[src/rtl/im_ctrl.sv]
// rtl/im_ctrl.sv - instruction memory controller: program loader plus single-cycle-latency CPU fetch port
module im_ctrl #(
  parameter int DEPTH = 64,
  parameter int AW    = 6
) (
  input  logic          clk,
  input  logic          rst_n,
  input  logic          ld_start,
  input  logic          ld_valid,
  input  logic [31:0]   ld_data,
  input  logic          ld_last,
  output logic          ld_ready,
  output logic          ld_done,
  input  logic [31:0]   pc,
  input  logic          fetch_req,
  output logic          fetch_ack,
  output logic [31:0]   instr,
  output logic          stall,
  output logic          fault,
  output logic [AW:0]   word_count,
  output logic [AW-1:0] mem_addr,
  output logic [31:0]   mem_wdata,
  output logic          mem_we,
  input  logic [31:0]   mem_rdata
);

  localparam logic [1:0] S_IDLE  = 2'd0;
  localparam logic [1:0] S_LOAD  = 2'd1;
  localparam logic [1:0] S_RUN   = 2'd2;
  localparam logic [1:0] S_FAULT = 2'd3;

  logic [1:0]    state;
  logic [1:0]    state_nxt;
  logic [AW-1:0] cnt;
  logic          load_wr;
  logic          load_end;
  logic          pc_ok;
  logic          fetch_go;
  logic          fetch_bad;

  // ld_start always wins: it suppresses both a load write and a fetch in the same cycle
  assign load_wr   = (state == S_LOAD) && !ld_start && ld_valid;
  assign load_end  = load_wr && (ld_last || (cnt == AW'(DEPTH - 1)));
  assign pc_ok     = pc < 32'(word_count);
  assign fetch_go  = (state == S_RUN) && fetch_req && !ld_start && pc_ok;
  assign fetch_bad = (state == S_RUN) && fetch_req && !ld_start && !pc_ok;

  assign ld_ready  = (state == S_LOAD);
  assign stall     = (state != S_RUN);
  assign fault     = (state == S_FAULT);
  assign mem_we    = load_wr;
  assign mem_wdata = load_wr ? ld_data : 32'd0;
  assign instr     = fetch_ack ? mem_rdata : 32'd0;

  always_comb begin
    mem_addr = '0;
    if (load_wr)
      mem_addr = cnt;
    else if (fetch_go)
      mem_addr = pc[AW-1:0];
  end

  always_comb begin
    state_nxt = state;
    case (state)
      S_IDLE:  if (ld_start) state_nxt = S_LOAD;
      S_LOAD:  if (load_end) state_nxt = S_RUN;
      S_RUN: begin
        if (ld_start)       state_nxt = S_LOAD;
        else if (fetch_bad) state_nxt = S_FAULT;
      end
      S_FAULT: if (ld_start) state_nxt = S_LOAD;
      default: state_nxt = S_IDLE;
    endcase
  end

  always_ff @(posedge clk or negedge rst_n) begin
    if (!rst_n) begin
      state      <= S_IDLE;
      cnt        <= '0;
      word_count <= '0;
      ld_done    <= 1'b0;
      fetch_ack  <= 1'b0;
    end else begin
      state     <= state_nxt;
      ld_done   <= load_end;
      fetch_ack <= fetch_go;
      if (ld_start)
        cnt <= '0;
      else if (load_wr)
        cnt <= cnt + 1'b1;
      if (load_end)
        word_count <= {1'b0, cnt} + (AW+1)'(1);
    end
  end

endmodule
[config.mk]
export PLATFORM = sky130hd
export DESIGN_NAME = im_ctrl
export DESIGN_NICKNAME = d
export VERILOG_FILES = /design/src/rtl/im_ctrl.sv
export SDC_FILE = /design/constraint.sdc
export NUM_CORES = 1
export LEC_CHECK = 0
export BUFFER_PORTS_ARGS = -buffer_cell sky130_fd_sc_hd__clkbuf_2
export CORE_MARGIN = 2
export CORE_UTILIZATION = 35
export DETAILED_ROUTE_END_ITERATION = 10
export GPL_ROUTABILITY_DRIVEN = 0
export GPL_TIMING_DRIVEN = 0
export PLACE_DENSITY = 0.81
export SETUP_SLACK_MARGIN = 0.1
export SLEW_MARGIN = 20
export SYNTH_ARGS = -nofsm -noshare
export SYNTH_HDL_FRONTEND = slang
export SYNTH_SLANG_ARGS = --single-unit
[constraint.sdc]
create_clock -name clk -period 2.6 [get_ports clk]
set_input_delay 0.65 -clock clk [delete_from_list [all_inputs] [get_ports clk]]
set_output_delay 0.65 -clock clk [all_outputs]
set_load 0.02 [all_outputs]
Word level (Yosys, flattened, before mapping)
Index checks and enable logic that the tools add are counted.
{"block": "word_totals", "out_inout_bits": 83, "wordCells": 41, "reg_bits": 17, "romBits": 0, "memories": 0, "ramBits": 0, "latch_bits": 0, "inputBits": 102}
{"block": "classes", "n_div": 0, "n_shift": 0, "bitwise": 0, "eq_ne": 8, "n_mux": 11, "n_lt_le_gt_ge": 1, "n_reduce_logical": 14, "n_mul": 0, "addsub": 2}
{"cell": "2-to-1 mux 32 bit", "n": 2}
{"cell": "< comparator 32 x 7 -> 1 bit", "n": 1}
{"cell": "2-to-1 mux 6 bit", "n": 4}
{"cell": "2-to-1 mux 2 bit", "n": 4}
{"cell": "adder 6 x 1 -> 7 bit (second input constant)", "n": 1}
{"cell": "logical AND 1 bit", "n": 7}
{"cell": "adder 6 x 1 -> 6 bit (second input constant)", "n": 1}
{"cell": "== test 6 bit (second input constant)", "n": 1}
{"cell": "one-hot mux 2 bit (3 select lines)", "n": 1}
{"cell": "== test 2 bit (second input constant)", "n": 2}
{"cell": "inequality test 2 x 1 -> 1 bit (second input constant)", "n": 2}
{"cell": "inequality test 3 bit (second input constant)", "n": 1}
{"cell": "AND reduction 3 bit", "n": 1}
{"cell": "== test 2 x 1 -> 1 bit (second input constant)", "n": 1}
{"cell": "zero test 1 bit", "n": 2}
{"cell": "zero test 2 bit", "n": 1}
{"cell": "inequality test 2 bit (second input constant)", "n": 1}
{"cell": "nonzero test 2 bit", "n": 1}
{"cell": "OR reduction 2 bit", "n": 1}
{"cell": "logical OR 1 bit", "n": 1}

Depth between registers and ports, before layout
{"block": "logic_depth", "ltp_word": 7, "mapped_depth": 7, "depth_no_buf": 6}

Worst setup path before layout
OpenSTA, ideal clock, no wires.
{"block": "synth_path", "kind": "input to output", "start": "in pc[2]", "end": "out mem_addr[0]", "required_time_ns": 1.950, "path_slack_ns": -0.083, "path_buffers": 0, "stages": 5, "arrival_time_ns": 2.033, "path_cell_list": "ha_1 a211o_1 a31oi_2 o2111ai_2 o21ai_1"}
{"block": "synth_between", "elab_chain_cells": 4}
{"item": "from (decl)", "line": "14", "text": "input logic [31:0] pc,"}
{"item": "< comparator 32 x 7 -> 1 bit", "line": "44", "text": "assign pc_ok = pc < 32'(word_count);"}
{"item": "logical AND 1 bit", "line": "45", "text": "assign fetch_go = (state == S_RUN) && fetch_req && !ld_start && pc_ok;"}
{"item": "2-to-1 mux 6 bit", "line": "59", "text": "else if (fetch_go)"}
{"item": "2-to-1 mux 6 bit", "line": "57", "text": "if (load_wr)"}
{"item": "to (decl)", "line": "21", "text": "output logic [AW-1:0] mem_addr,"}
No other way between the ends.

Final worst setup path
{"block": "layout_path", "start": "in pc[2]", "end": "out mem_addr[4]"}
Same word-level chain as after synthesis.

==> results.md <==
- Number of enable flip-flop cells after synthesis: 0
- Number of synthesized register bits: 17
- Initial Utilization: between 30% and 40%
- Reg2reg start: word_count[2]
- Wire per inst: 14.0 um
- Dpl cells: between 400 and 500
- DRT iter0 DRCs: 85
- H-tree depth: 1
- PD cells: ~520 nW/um^2
- Reg2reg setup slack: 0.63 ns
- Worst rel slew slack: between 70 and 80%
- Number of CTS-inserted buffers: 3
- Min Tclk post-route: about 2.8 ns
- # nets final: roughly 520
- PortBufs: about 180
- Setup slack after layout: -0.152 ns
- Synth Area in XOR/XNOR: about 3.1%
- Largest net degree at the start of global routing: 18
- Hold Path Class: in2async
- Final setup vio count: 6
- Worst Max-Slew Pin Slew: roughly 0.45 ns
- Crit Reg-Reg Endpoint: state[0]
- Share of cells above drive strength 1: a little under three fifths
- Post-synthesis sequential area ratio: 25.0%
- Layout area overhead: 77.4%
- Post-Synth Simple-Gate Area: between 30% and 40%
- Fmax: around 360 MHz
- Synthesized area: around 1700 um^2
- Drt via density: 5.08
- Via Count: 2,327
- Main combinational cell family by area after synthesis: simple AND/OR/NAND/NOR gates
- CTS tree: built
- Clock Latency Late Sink: around 0.26 ns
- Post-synthesis adder-cell area fraction: ~8%
- CP endpoint kind: primary output
- Reg clk slew, reported paths: roughly 0.07 ns
- Max VDD drop: 0.000329 V
- Slew Limit Fails: 0
- Asr flop ratio synth: 100%
- P_leak: ~1.7 nW
- Worst R2R Path Depth: 8
- Worst EP arrival: ~2.1 ns
- CP Class: in2out
- Antenna fix cells: 0
- Max cap viols: 0
- Synth Net Count: 323
- Die area: 5440 um^2
- Post-route DRC: 0
- Fin crit share: 106%
- Post-Synthesis Cells: 210
- Final WL: 6.42 mm
- Crit path max fanout: 6
- Crit path required time: around 2 ns
- Rows: 25
- Hold Fails Final Rpt: 0
- TritonCTS Sinks: 17
- GR Util All Layers: a little under a quarter
- Distinct cells, synth: 48
- Mux cell area share after synthesis: 3.09%
- Post-synthesis compound-gate area fraction: about 14%
- Antenna violations before repair: 0
- Post-Layout Cell Count: 458
- Core ar.: around 4700 um^2
- CP startpoint kind: input pin
- Clk buf depth: 2
- DP Wirelength: about 5.4 mm
- CTS root buffer: clkbuf_8
- Die Y: approximately 74 um
- Most frequent cells in the layout: 180 x clkbuf_2, 33 x and2_1, 32 x and3_1
- Top_reg_cell synth: dfrtp_1
- Unrepaired setup endpoints after global routing: yes
- GR Overflow Total: 0
- Avg Cell Area, Syn: between 8 and 9 um^2
- Vias in the first global route: roughly 2,200
- Failing checks: setup timing
- Synth Warn #: 0
- IO Pins: roughly 190
- WHS: around 0.32 ns
- Util after Layout: between 60% and 70%
- First-pass GRT wire length: between 9 and 10 mm
- Die Width: ~74 um
- Status: finished with violations
- Commonest non-fill, non-tap cell in the layout: clkbuf_2
- DRT Pass-1 Iters: 4
- Number of routed nets with antenna violations: 0
- Skew final: roughly 0.0052 ns
cells in the mapped netlist (2+ instances only):
library cell,count,area [um^2]
inv_1,11,41.3
xnor2_1,3,26.3
a21oi_1,6,30.0
o2111ai_1,3,26.3
mux2i_1,3,30.0
nand3_1,10,50.1
dfrtp_1,17,425
nand2_1,12,45.0
nor4_1,6,37.5
and3_1,32,200
ha_1,11,138
o21ai_1,6,30.0
and2_1,33,206
mux2_2,2,22.5
nor2_1,4,15.0
clkbuf_1,9,33.8
or3_1,4,25.0
xor2_1,3,26.3
o21ai_0,6,30.0
timing repair:
action / CTS / global route
pin swaps: 4 / 5
hold endpoints to repair: 0 / 0
resized for setup: 18 / 18
setup buffers: 5 / 1
setup endpoints to repair: 7 / 37
hold buffers: 0 / 0
cell families (layout without fill, tap and decap cells):
logic type | after synthesis | in the layout
flops | 17 | 17
simple gates | 113 | 113
compound gates | 34 | 34
buf+inv | 24 | 218
mux | 5 | 5
xor+xnor | 6 | 6
fa+ha+maj | 11 | 11
worst max-delay path, cell delays in order:
cell,delay [ns]
buf_8,0.10
ha_4,0.20
a211o_1,0.33
a31oi_4,0.22
o2111ai_4,0.14
buf_12,0.18
o21ai_4,0.15
buf_8,0.13
how the worst max path moves through the flow:
| stage | start | to | cells after the start |
|---|---|---|---|
| 4_1_cts | pc[2] | mem_addr[4] | 8 |
| 6_report | pc[2] | mem_addr[4] | 8 |
| 3_3_place_gp | pc[2] | mem_addr[4] | 7 |
| 2_1_floorplan | pc[2] | mem_addr[0] | 5 |
| 5_1_grt | word_count[2] | mem_addr[4] | 8 |
| 3_5_place_dp | pc[2] | mem_addr[4] | 7 |
area by class of cell:
cell class                      instances  area, um^2
Buffer                                 12        70.1
Clock buffer                            3        41.3
Clock inverter                          1        5.00
Fill cell                             382        1670
Inverter                               12        46.3
Multi-Input combinational cell        169        1320
Sequential cell                        17         425
Tap cell                               54        67.6
Timing Repair Buffer                  190        1050
state kept, by name (all words and copies together) (netlist names):
register / cells
state: 2
word_count: 7
cnt: 6
ld_done: 1
fetch_ack: 1
routing by layer:
metal  track usage (%)  share of wire (%)
met5                 0                  0
met4              6.67                1.8
met3              3.02                7.8
met2              47.0                 55
met1              22.5                 36
through the flow:
stage	area (um^2)	total power [mW]	setup TNS, ns	setup WS [ns]
after floorplan	1810	1.00	0	0.0607
after global routing	3020	1.69	-1.03	-0.190
after global placement	2800	1.28	-1.66	-0.299
after detailed placement	2800	1.31	-1.96	-0.338
after CTS	2970	1.53	-0.950	-0.190
final	3020	1.58	-0.792	-0.152
report_power, final:
part	switching [mW]	total, mW	internal [mW]
Sequential	0.0610	0.392	0.331
Clock	0.0991	0.206	0.107
Combinational	0.570	0.982	0.413
Total	0.730	1.58	0.850
Note: power is estimated with default switching activity, not from simulation.
